**src/rtl/demux1_4_64bit_fifo_pkg.sv**
```systemverilog
// Shared widths and helpers for the buffered 1-to-4 64-bit demultiplexer.
package demux1_4_64bit_fifo_pkg;

  localparam int unsigned DEMUX_WIDTH    = 64;
  localparam int unsigned DEMUX_DEPTH    = 2;
  localparam int unsigned DEMUX_CHANNELS = 4;
  localparam int unsigned DEMUX_SEL_W    = 2;

  typedef logic [DEMUX_WIDTH-1:0]    word_t;
  typedef logic [DEMUX_CHANNELS-1:0] chan_mask_t;
  typedef logic [DEMUX_SEL_W-1:0]    chan_sel_t;

  function automatic chan_mask_t sel_onehot(input chan_sel_t sel);
    return chan_mask_t'(1) << sel;
  endfunction

endpackage

```
**src/rtl/demux1_4_64bit_fifo_fifo2.sv**
```systemverilog
// Two-entry 64-bit FIFO; head word is forced to zero while empty.
module fifo2_64bit
  import demux1_4_64bit_fifo_pkg::*;
(
  input  logic        clk,
  input  logic        rst,
  input  logic        push,
  input  logic [63:0] wdata,
  input  logic        pop,
  output logic [63:0] rdata,
  output logic        empty,
  output logic        full
);

  logic [1:0] count_q, count_d;
  logic       rd_ptr_q, wr_ptr_q;
  word_t      mem_q [DEMUX_DEPTH];
  logic       do_push, do_pop;

  assign empty   = (count_q == 2'd0);
  assign full    = (count_q == 2'd2);
  assign do_push = push & ~full;
  assign do_pop  = pop & ~empty;

  always_comb begin
    count_d = count_q;
    unique case ({do_push, do_pop})
      2'b10:   count_d = count_q + 2'd1;
      2'b01:   count_d = count_q - 2'd1;
      default: count_d = count_q;
    endcase
  end

  always_ff @(posedge clk or posedge rst) begin
    if (rst) begin
      count_q  <= 2'd0;
      rd_ptr_q <= 1'b0;
      wr_ptr_q <= 1'b0;
    end else begin
      count_q <= count_d;
      if (do_push) wr_ptr_q <= ~wr_ptr_q;
      if (do_pop)  rd_ptr_q <= ~rd_ptr_q;
    end
  end

  // Storage needs no reset: rdata is masked to zero whenever the FIFO is empty.
  always_ff @(posedge clk) begin
    if (do_push) mem_q[wr_ptr_q] <= wdata;
  end

  assign rdata = empty ? '0 : mem_q[rd_ptr_q];

endmodule

```
**src/rtl/demux1_4_64bit_fifo.sv**
```systemverilog
// Buffered 1-to-4 demultiplexer: routes each accepted word to a per-channel 2-entry FIFO.
module demux1_4_64bit_fifo
  import demux1_4_64bit_fifo_pkg::*;
(
  input  logic        clk,
  input  logic        rst,
  input  logic [63:0] in,
  input  logic [1:0]  sel,
  input  logic        in_valid,
  output logic        in_ready,
  output logic [63:0] out0,
  output logic [63:0] out1,
  output logic [63:0] out2,
  output logic [63:0] out3,
  output logic [3:0]  out_valid,
  input  logic [3:0]  out_ready
);

  chan_mask_t full, empty, push_en, pop_en;
  word_t      rdata [DEMUX_CHANNELS];

  // in_ready looks only at registered fullness, never at out_ready.
  assign in_ready = ~full[sel];

  always_comb begin
    push_en = '0;
    if (in_valid && in_ready) push_en = sel_onehot(sel);
  end

  assign out_valid = ~empty;
  assign pop_en    = out_valid & out_ready;

  for (genvar n = 0; n < DEMUX_CHANNELS; n++) begin : g_chan
    fifo2_64bit u_fifo (
      .clk   (clk),
      .rst   (rst),
      .push  (push_en[n]),
      .wdata (in),
      .pop   (pop_en[n]),
      .rdata (rdata[n]),
      .empty (empty[n]),
      .full  (full[n])
    );
  end

  assign out0 = rdata[0];
  assign out1 = rdata[1];
  assign out2 = rdata[2];
  assign out3 = rdata[3];

endmodule

```
**config.mk**
```make
export PLATFORM = sky130hd
export DESIGN_NAME = demux1_4_64bit_fifo
export DESIGN_NICKNAME = d
export VERILOG_FILES = /design/src/rtl/demux1_4_64bit_fifo_pkg.sv /design/src/rtl/demux1_4_64bit_fifo_fifo2.sv /design/src/rtl/demux1_4_64bit_fifo.sv
export SDC_FILE = /design/constraint.sdc
export NUM_CORES = 1
export LEC_CHECK = 0
export ABC_CLOCK_PERIOD_IN_PS = 4600
export BUFFER_PORTS_ARGS = -buffer_cell sky130_fd_sc_hd__buf_2
export CORE_AREA = 2 2 193 195
export DETAILED_ROUTE_END_ITERATION = 10
export DIE_AREA = 0 0 195 197
export HOLD_SLACK_MARGIN = 0.08
export PLACE_DENSITY = 0.75
export SYNTH_ARGS = -nofsm -noshare
export SYNTH_HDL_FRONTEND = slang
export SYNTH_SLANG_ARGS = --single-unit
```
**constraint.sdc**
```tcl
create_clock -name clk -period 4.6 [get_ports clk]
set_input_delay 0.92 -clock clk [delete_from_list [all_inputs] [get_ports clk]]
set_output_delay 0.92 -clock clk [all_outputs]
set_load 0.01 [all_outputs]
```
==> impl_results.md, run 1 <==
* Hold WC Path Type: input port to async pin
* Post-synthesis sequential area ratio at 78.33%
* Sequential share of power at 42.5%
* RSZ-0062 raised after global routing: false
* Share of layout cells above drive strength 1 at 27.97%
* R2R Setup Slk at 1.99 ns
* Startpoint of the worst register-to-register path: g_chan[1].u_fifo.count_q[0]
* Pre-antenna DRT Iters at 5
* Avg Synthesized Cell Area at 17.39 um^2
* Status: completed
* Clock share of power at 25.7%
* H-tree depth at 2
* Minimum clock period at 3.574 ns
* DR DRC count at 0
* Total GRT Usage at 23.69%
* R2r endpoint: g_chan[1].u_fifo.count_q[1]
* Post-CTS setup buffer count at 0
* # clock sinks at 528
* Ranking of synthesized cells by area: edfxtp_1 (76%), mux2i_1 (13%), nor2_1 (5.1%)
* Max_slew headroom at 27.72%
* Post-synth EDFFs at 512
* Cell Area, Synth at 20140 um^2
* R2R depth at 7
* Clock-pin slew on the worst setup and hold paths at 0.06 ns
* Fill count at 2540
* Initial core utilization at 55.55%
* GP Congestion at 0.7959
* IO buf count at 333
* First-pass GRT wire length at 67460 um
* CTS root buf: clkbuf_16
* Clk_lat worst skew at 0.59 ns
* Final Setup Violations at 0
* Final hold violation count at 0
* CTS Hold Bufs at 0
* Largest net degree at the start of global routing at 65
* Post-synth top area share at 76.34%
* Switching portion of total power at 34.22%
* Max Clock Skew at 0.01712 ns
* CP Max Fanout at 50
* Nets@finish at 1587
* Die Span X at 195 um
* Worst slew pin tran at 1.084 ns
* Initial antenna violation count at 2
* Fin. max-slew vios at 0
* Final HPWL DP at 27560 um
* Post-route ant nets at 0
* Synth cell count leaders: edfxtp_1 (512), nor2_1 (271), mux2i_1 (256)
* Synth cell types at 19
* Power share of the combinational group at 31.9%
* Grt ovf at 0
* Post-synth net total at 1235
* Power Dens Cells at 621.8 nW/um^2
* Floorplan row count at 70
* Internal at 0.009750 W
* Setup TNS at 0 ns
* Startpoint Class: register
* Final instance area at 23840 um^2
* Flop and latch count out of synthesis at 528
* Ys flop type: edfxtp_1
* Synthesized instance count at 1158
* Routed wire length at 45640 um
* Initial DRC Count at 714
* Peak VDD IR at 0.4309 mV
* CTS resizes at 0
* Die ar. at 38420 um^2
* Tcrit/Tclk final at 77.70%
* Fmax at 0.2798 GHz
* Longest Clk Path Bufs at 3
* Core area at 36260 um^2
* Worst EP required at 3.68 ns
* Pleak at 9.360 nW
* DR vias/cell at 5.507
* CTS buffer count at 51
* Yosys top cell by area: edfxtp_1
* Crit end category: primary output
* Die height at 197 um
* Max_cap viols at 0
* CTS tree: built
* Most common cell in the netlist: edfxtp_1
* Area grow syn2layout at 18.35%
* CP Data Arrival Time at 2.65 ns
* Number of global-route vias before repair at 11210
* I/O pin cnt at 334
* WL/cell at 22.62 um
* Switching pwr at 0.005071 W
* Routed via count at 11110
* Setup CP Type: register to primary output
* Tot Pwr at 0.01482 W
* Placement Cell Area at 22330 um^2
* Async S/R FF share, synth at 3.030%
* Number of synthesis warnings at 0
-- registers in the layout (all words and copies together) (netlist names) --
signal	flops
g_chan.u_fifo.mem_q	512
g_chan.u_fifo.wr_ptr_q	4
g_chan.u_fifo.count_q	8
g_chan.u_fifo.rd_ptr_q	4
-- power by group through the flow --
stage / clock (W) / combinational [W] / sequential, W
floorplan: 0 / 0.00320 / 0.00591
detailed placement: 0 / 0.00475 / 0.00640
global placement: 0 / 0.00472 / 0.00639
CTS: 0.00386 / 0.00478 / 0.00630
finish: 0.00380 / 0.00473 / 0.00629
global route: 0.00402 / 0.00508 / 0.00635
-- through the flow --
stage	cells	hold slack [ns]	util [%]	setup slack [ns]
floorplan	1158	0.4599	-	0.1629
global placement	1925	0.5317	61.59	1.687
detailed placement	1925	0.5426	61.59	1.628
CTS	2016	0.4423	65.72	1.000
global route	2018	0.4917	65.74	0.9116
finish	2018	0.4576	65.74	1.026
-- worst max-delay path by stage --
| stage | startpoint | endpoint | slack [ns] | depth (start not counted) |
|---|---|---|---|---|
| 2_1_floorplan | sel[0] | g_chan[0].u_fifo.mem_q[0][0] | 0.16 | 3 |
| 3_3_place_gp | g_chan[0].u_fifo.rd_ptr_q | out0[47] | 1.69 | 4 |
| 3_5_place_dp | g_chan[0].u_fifo.rd_ptr_q | out0[34] | 1.63 | 4 |
| 4_1_cts | g_chan[0].u_fifo.rd_ptr_q | out0[44] | 1.00 | 4 |
| 5_1_grt | g_chan[0].u_fifo.rd_ptr_q | out0[44] | 0.91 | 4 |
| 6_report | g_chan[0].u_fifo.rd_ptr_q | out0[44] | 1.03 | 4 |
-- worst max-delay path, cell delays in order, from the launching register on --
cell	delay (ns)
dfrtp_4	1.09
buf_4	0.44
mux2i_1	0.28
nor2_1	0.06
buf_2	0.17
-- placed cells by master, fill, tap and decap left out --
cell type   count
and3_4          1
nand2_1         1
buf_12          7
clkbuf_16      53
clkinv_1       11
nor3b_1         1
xor2_1          8
xnor2_1        12
buf_4          15
nand2b_1        4
buf_2         333
mux4_2          1
ha_1            4
nor2_1        260
nand4_1         1
clkinv_2        5
mux2i_1       256
clkinvlp_4      1
clkbuf_1       19
clkbuf_8        2
nor2_4         11
dfrtp_4         4
diode_2         2
inv_1           8
edfxtp_1      512
nand4b_1        2
and2_1          4
dfrtp_1        12
-- cell type report --
cell class	instances	area [um^2]	area share [%]
clock buffers	74	1425	5.979
repair buffers	355	1919	8.052
well taps	468	585.6	2.457
diodes	2	5.005	0.02100
multi-input cells	566	4006	16.81
flip-flops and latches	528	15790	66.25
inverters	8	30.03	0.1260
clock inverters	17	73.82	0.3097
-- logic make-up (layout without fill, tap and decap cells) --
kind of cell             count (synthesis)  in the layout  synth area share [%]
XOR/XNOR                                20             20                0.8697
flip-flops                             528            528                 78.33
multiplexers                           257            257                 12.83
buffers and inverters                   64            454                 2.212
AND/OR/NAND/NOR                        285            285                 5.510
other                                    0              2                     0
adder cells (fa/ha/maj)                  4              4                0.2485
-- routing by layer --
metal  vias to the layer above  track usage (%)  share of wire [%]
li1                       4987                -                  -
met1                      5638            31.01                 41
met2                       410            40.49                 51
met3                        78            3.439                5.6
met4                         0            9.330                3.0
met5                         -                0                  0
No activity file was read; power rests on OpenSTA's default activity.
==> run 2, diff against run 1 <==
ABC_CLOCK_PERIOD_IN_PS = 3400   (was 4600)
clock period = 3.4 ns   (was 4.6 ns; I/O delays follow)
==> run 2 against run 1 <==
Effect of this change: clock-buffer cell count decreased by 8; register-to-register slack got worse by 0.99 ns; critical path type unchanged; first-iteration DRC count decreased by 3.2%; sequential power increased by 31%.
==> impl_results.md, run 2 (synthesized netlist as in run 1, its figures left out) <==
* CTS Hold Bufs at 0 (unchanged)
* Die ar. at 38420 um^2 (unchanged)
* Tot Pwr at 0.02037 W (+37%)
* Total GRT Usage at 23.47% (-0.22 points)
* Delay-heaviest family, CP: flip-flops
* Crit end category: primary output
* Buffers & Inverters on Critical Path at 2 (unchanged)
* # clock sinks at 528 (unchanged)
* Commonest non-fill, non-tap cells in the layout: edfxtp_1 (512), buf_2 (333), nor2_1 (260), mux2i_1 (256), clkbuf_16 (54)
* Critical Path Stages at 4 (unchanged)
* Final WS setup at 0.3799 ns (-0.6458 ns)
* Placed cells at 1935 (+0.52%)
* Longest Clk Path Bufs at 3 (unchanged)
* Hold WC Path Type: input port to async pin
* Post-route ant nets at 0 (unchanged)
* Number of global-route vias before repair at 11100 (-1.0%)
* Max FFs per register at 512 (unchanged)
* Initial core utilization at 55.55% (unchanged)
* Routed wire length at 45070 um (-1.3%)
* Dpl ws at 0.9482 ns (-0.6797 ns)
* Share of layout cells above drive strength 1 at 28.97% (+1.0 points)
* Setup TNS at 0 ns (unchanged)
* Fin. max-slew vios at 0 (unchanged)
* Startpoint of the worst register-to-register path: g_chan[2].u_fifo.count_q[0]
* Clk_lat worst skew at 0.57 ns (-0.02 ns)
* Nets@finish at 1597 (+0.63%)
* Fmax at 0.3311 GHz
* Max_slew headroom at 49.28% (+22 points)
* CP max stage delay at 0.90 ns (-0.19 ns)
* Status: completed
* I/O pin cnt at 334 (unchanged)
* CTS root buf: clkbuf_16
* DR vias/cell at 5.399 (-2.0%)
* Minimum clock period at 3.020 ns
* CTS resizes at 0 (unchanged)
* H-tree depth at 2 (unchanged)
* CTS tree: built
* Setup CP Type: register to primary output
* GP Congestion at 0.7561 (-5.0%)
* Routed via count at 10970 (-1.3%)
* Pleak at 9.493 nW (+1.4%)
* Clock share of power at 26.4% (+0.7 points)
* Min Hold Slack at 0.1901 ns (-0.2675 ns)
* CP Max Fanout at 34 (-32%)
* CTS buffer count at 51 (unchanged)
* R2R depth at 7 (unchanged)
* Power share of the combinational group at 33.0% (+1.1 points)
* Switching pwr at 0.006886 W (+36%)
* Worst path cell trace: buf_4 > mux2i_1 > nor2_1 > buf_2
* Area grow syn2layout at 19.46%
* DR DRC count at 0 (unchanged)
* Critical path's slowest cell: dfrtp_4
* First-pass GRT wire length at 66630 um (-1.2%)
* Internal at 0.01349 W (+38%)
* Core area at 36260 um^2 (unchanged)
* Max Clock Skew at 0.02157 ns (+0.004447 ns)
* Initial DRC Count at 691 (-3.2%)
* Peak VDD IR at 0.5589 mV (+30%)
* Sequential share of power at 40.5% (-2.0 points)
* Max_cap viols at 0 (unchanged)
* WL/cell at 22.19 um (-1.9%)
* Finished Layout Cells at 2031 (+0.64%)
* Final hold violation count at 0 (unchanged)
* Worst slew pin tran at 0.7608 ns (-0.3234 ns)
* Pre-antenna DRT Iters at 5 (unchanged)
* Post-CTS setup buffer count at 0 (unchanged)
* Die Span X at 195 um (unchanged)
* Power Dens Cells at 846.8 nW/um^2 (+36%)
* Worst EP required at 2.72 ns (-0.96 ns)
* Switching portion of total power at 33.80% (-0.42 points)
* Tcrit/Tclk final at 88.83%
* Grt ovf at 0 (unchanged)
* Startpoint Class: register
* Clock-pin slew on the worst setup and hold paths at 0.06 ns (about the same)
* CP Data Arrival Time at 2.34 ns (-0.31 ns)
* Commonest non-fill, non-tap cell in the layout: edfxtp_1
* Die height at 197 um (unchanged)
* IO buf count at 333 (unchanged)
* Setup crit end: out3[35]
* Biggest register: g_chan.u_fifo.mem_q
* R2R Setup Slk at 1.00 ns (-0.99 ns)
* Floorplan row count at 70 (unchanged)
* RSZ-0062 raised after global routing: false
* Final Setup Violations at 0 (unchanged)
* Largest net degree at the start of global routing at 42 (-35%)
* R2r endpoint: g_chan[2].u_fifo.count_q[1]
* Initial antenna violation count at 6 (+4)
* Top Registers: g_chan.u_fifo.mem_q (512), g_chan.u_fifo.count_q (8)
* Final HPWL DP at 28330 um (+2.8%)
* CP startpoint: g_chan[3].u_fifo.rd_ptr_q
run 2: cell types whose count changed in the layout (fill, tap and decap cells not counted), moves of 2 or more:
cell / delta
clkbuf_1: -7
clkbuf_8: -2
buf_12: +4
clkinv_2: +7
buf_4: +6
bufinv_16: +3
run 2: metal layers:
metal	routed length (um)	track usage [%]	share of wire, %	vias up
met1	18000	30.26	40	5501
met4	1359	8.793	3.0	6
met3	2680	4.192	5.9	90
met2	22970	40.24	51	373
met5	46	0	0.10	-
li1	-	-	-	4995
run 2: how the worst min path moves through the flow:
stage	from	endpoint	slack, ns	depth (start not counted)
2_1_floorplan	g_chan[0].u_fifo.count_q[1]	g_chan[0].u_fifo.count_q[1]	0.46	1
3_3_place_gp	g_chan[3].u_fifo.count_q[1]	g_chan[3].u_fifo.count_q[1]	0.53	1
3_5_place_dp	g_chan[0].u_fifo.count_q[1]	g_chan[0].u_fifo.count_q[1]	0.54	1
4_1_cts	rst	g_chan[3].u_fifo.count_q[1]	0.18	2
5_1_grt	rst	g_chan[3].u_fifo.count_q[1]	0.24	2
6_report	rst	g_chan[3].u_fifo.count_q[1]	0.19	2
run 2: final cells by class:
cell class	count	area (um^2)
Antenna cell	3	7.507
Tap cell	468	585.6
Clock inverter	27	200.2
Fill cell	2489	12200
Inverter	8	30.03
Sequential cell	528	15790
Timing Repair Buffer	365	2044
Multi-Input combinational cell	566	4006
Clock buffer	66	1396
run 2: through the flow:
step	area, um^2	utilization, %
3_3_place_gp	22460	61.93
2_1_floorplan	20150	-
5_1_grt	24060	66.36
3_5_place_dp	22460	61.93
4_1_cts	24050	66.34
6_report	24060	66.36
run 2: power by group through the flow:
| stage | clock network, W | registers (W) | logic, W |
|---|---|---|---|
| after detailed placement | 0 | 0.00841 | 0.00678 |
| final | 0.00539 | 0.00826 | 0.00673 |
| after global routing | 0.00574 | 0.00832 | 0.00721 |
| after CTS | 0.00549 | 0.00828 | 0.00682 |
| after floorplan | 0 | 0.00800 | 0.00433 |
| after global placement | 0 | 0.00838 | 0.00671 |
==> run 3, diff against run 2 <==
ABC_AREA = 1   (was default)
CORE_AREA = 2 2 192 194   (was 2 2 193 195)
DIE_AREA = 0 0 194 196   (was 0 0 195 197)
==> run 3 against run 2 <==
Effect of this change: core utilization fell by 0.66 points; clock skew up 0.0029 ns; area after synthesis shrank 1.3%; critical path type unchanged; largest cell class unchanged.
==> impl_results.md, run 3 <==
* Switching portion of total power at 36.86% (+3.1 points)
* CTS root buf: clkbuf_16
* Post-synth top area share at 77.37% (+1.0 points)
* Clk_lat worst skew at 0.58 ns (about the same)
* Final HPWL DP at 30500 um (+7.7%)
* Worst path cell trace: inv_2 > buf_12 > nand2_1 > a21oi_1 > buf_2
* Ys flop type: edfxtp_1
* Sequential share of power at 38.5% (-2.0 points)
* WL/cell at 21.15 um (-4.7%)
* I/O pin cnt at 334 (unchanged)
* Share of layout cells above drive strength 1 at 24.77% (-4.2 points)
* Fmax at 0.3358 GHz (+1.4%)
* Longest Clk Path Bufs at 3 (unchanged)
* Pleak at 9.039 nW (-4.8%)
* Max Clock Skew at 0.02446 ns (+0.002889 ns)
* Die Span X at 194 um (-0.51%)
* Internal at 0.01290 W (-4.3%)
* Yosys top cell by area: edfxtp_1
* DR DRC count at 0 (unchanged)
* Grt ovf at 0 (unchanged)
* Largest net degree at the start of global routing at 66 (+57%)
* Buffers & Inverters on Critical Path at 3 (+1)
* Power Dens Cells at 862.1 nW/um^2 (+1.8%)
* Crit end category: primary output
* Commonest non-fill, non-tap cells in the layout: nand2_1 (525), edfxtp_1 (512), buf_2 (333), a21oi_1 (260), clkbuf_16 (51)
* Status: completed
* Final hold violation count at 0 (unchanged)
* Hold WC Path Type: input port to async pin
* Core area at 36080 um^2 (-0.48%)
* Number of synthesis warnings at 0 (unchanged)
* Clock share of power at 25.5% (-0.9 points)
* CTS tree: built
* Tcrit/Tclk final at 87.58% (-1.2 points)
* Floorplan row count at 70 (unchanged)
* Final Setup Violations at 0 (unchanged)
* Post-synth EDFFs at 512 (unchanged)
* Flop and latch count out of synthesis at 528 (unchanged)
* Post-CTS setup buffer count at 0 (unchanged)
* Initial core utilization at 55.07% (-0.48 points)
* Pre-antenna DRT Iters at 5 (unchanged)
* Final WS setup at 0.4222 ns (+0.04230 ns)
* Ranking of synthesized cells by area: edfxtp_1 (77%), nand2_1 (9.9%), a21oi_1 (6.5%)
* Post-route ant nets at 0 (unchanged)
* Startpoint Class: register
* First-pass GRT wire length at 72440 um (+8.7%)
* CTS Hold Bufs at 0 (unchanged)
* Synthesized instance count at 1472 (+27%)
* Critical path's slowest cell: inv_2
* Commonest non-fill, non-tap cell in the layout: nand2_1
* Max FFs per register at 512 (unchanged)
* Max_slew headroom at 43.41% (-5.9 points)
* Delay-heaviest family, CP: buffers and inverters
* RSZ-0062 raised after global routing: false
* DR vias/cell at 5.549 (+2.8%)
* # clock sinks at 528 (unchanged)
* Avg Synthesized Cell Area at 13.50 um^2 (-22%)
* Setup CP Type: register to primary output
* Minimum clock period at 2.978 ns (-0.04230 ns)
* Post-synthesis sequential area ratio at 79.39% (+1.1 points)
* Utilization after layout at 65.69% (-0.66 points)
* Dpl ws at 0.8791 ns (-0.06905 ns)
* CTS buffer count at 50 (-2.0%)
* Most common cell in the netlist: nand2_1
* Initial DRC Count at 1021 (+48%)
* Total GRT Usage at 25.21% (+1.7 points)
* Cell Area, Synth at 19870 um^2 (-1.3%)
* Initial antenna violation count at 2 (-4)
* Async S/R FF share, synth at 3.030% (unchanged)
* Power share of the combinational group at 36.0% (+3.0 points)
* Biggest register: g_chan.u_fifo.mem_q
* CP Data Arrival Time at 2.30 ns (-0.04 ns)
* Max_cap viols at 0 (unchanged)
* Area grow syn2layout at 19.29%
* Routed via count at 12820 (+17%)
* CP Max Fanout at 34 (unchanged)
* Nets@finish at 1880 (+18%)
* Die ar. at 38020 um^2 (-1.0%)
* Worst EP required at 2.72 ns (about the same)
* Top Registers: g_chan.u_fifo.mem_q (512), g_chan.u_fifo.count_q (8)
* Number of global-route vias before repair at 12400 (+12%)
* CTS resizes at 0 (unchanged)
* H-tree depth at 2 (unchanged)
* Synth cell count leaders: nand2_1 (525), edfxtp_1 (512), a21oi_1 (260)
* Synth cell types at 19 (unchanged)
* Routed wire length at 48880 um (+8.5%)
* IO buf count at 333 (unchanged)
* Peak VDD IR at 0.5255 mV (-6.0%)
* CP max stage delay at 0.46 ns (-0.44 ns)
* Die height at 196 um (-0.51%)
* Post-synth net total at 1549 (+25%)
* Clock-pin slew on the worst setup and hold paths at 0.06 ns (about the same)
* Worst slew pin tran at 0.8489 ns (+0.08809 ns)
* Fin. max-slew vios at 0 (unchanged)
* Switching pwr at 0.007533 W (+9.4%)
* GP Congestion at 0.8702 (+15%)
* Setup TNS at 0 ns (unchanged)
## run 3: cell types whose count changed after synthesis, sizes merged, moves of 8 or more
cell / before / now
nand2: 1 / 527
xnor2: 12 / 4
a21oi: 0 / 260
nor2: 271 / 20
mux2i: 256 / 0
clkbuf: 0 / 29
inv: 8 / 28
## run 3: cell families (layout without fill, tap and decap cells)
kind of cell / after synthesis / after routing / share of synthesized area (%)
and+or+nand+nor: 555 / 555 / 10.80
other: 0 / 2 / 0
buffers and inverters: 109 / 478 / 2.380
adders and majority gates: 4 / 4 / 0.2519
DFF: 528 / 528 / 79.39
xor gates and xnor gates: 12 / 12 / 0.5289
AOI/OAI and AO/OA: 264 / 264 / 6.649
## run 3: power by group through the flow
stage,clock network (W),registers (W),logic [W]
floorplan,0,0.00795,0.00404
global placement,0,0.00797,0.00730
detailed placement,0,0.00799,0.00737
CTS,0.00530,0.00786,0.00743
global route,0.00554,0.00790,0.00794
finish,0.00522,0.00786,0.00736
## run 3: worst paths after layout
| kind | from | endpoint | slack, ns | depth (start not counted) |
|---|---|---|---|---|
| worst max-delay path | g_chan[3].u_fifo.rd_ptr_q | out3[9] | 0.42 | 5 |
| worst min-delay path | rst | g_chan[3].u_fifo.wr_ptr_q | 0.19 | 2 |
| min in group clk | in[43] | g_chan[2].u_fifo.mem_q[1][43] | 0.39 | 1 |
| max in group asynchronous | rst | g_chan[1].u_fifo.rd_ptr_q | 2.73 | 2 |
| worst max register to register | g_chan[2].u_fifo.count_q[0] | g_chan[2].u_fifo.count_q[1] | 1.09 | 7 |
| worst min register to register | g_chan[3].u_fifo.wr_ptr_q | g_chan[3].u_fifo.wr_ptr_q | 0.48 | 2 |
## run 3: routing by layer
metal	routed length (um)	track usage [%]	vias up	share of wire [%]
li1	-	-	5831	-
met1	19210	33.89	6263	39
met2	23860	41.00	609	49
met3	3698	4.177	121	7.6
met4	2121	11.42	0	4.3
met5	0	0	-	0
## run 3: layout make-up
| class | instances | area [um^2] |
|---|---|---|
| fillers | 2567 | 12380 |
| multi-input cells | 835 | 3684 |
| inverters | 28 | 110.1 |
| clock inverters | 22 | 173.9 |
| clock buffers | 68 | 1360 |
| repair buffers | 360 | 2007 |
| flip-flops and latches | 528 | 15780 |
| diodes | 2 | 5.005 |
| well taps | 468 | 585.6 |
## run 3: through the flow
stage | power [W] | hold slack [ns] | area, um^2 | cells
3_3_place_gp | 0.01527 | 0.4543 | 22170 | 2219
4_1_cts | 0.02058 | 0.1973 | 23700 | 2309
2_1_floorplan | 0.01199 | 0.4419 | 19880 | 1472
6_report | 0.02044 | 0.1916 | 23710 | 2311
5_1_grt | 0.02137 | 0.2525 | 23710 | 2311
3_5_place_dp | 0.01536 | 0.4593 | 22170 | 2219
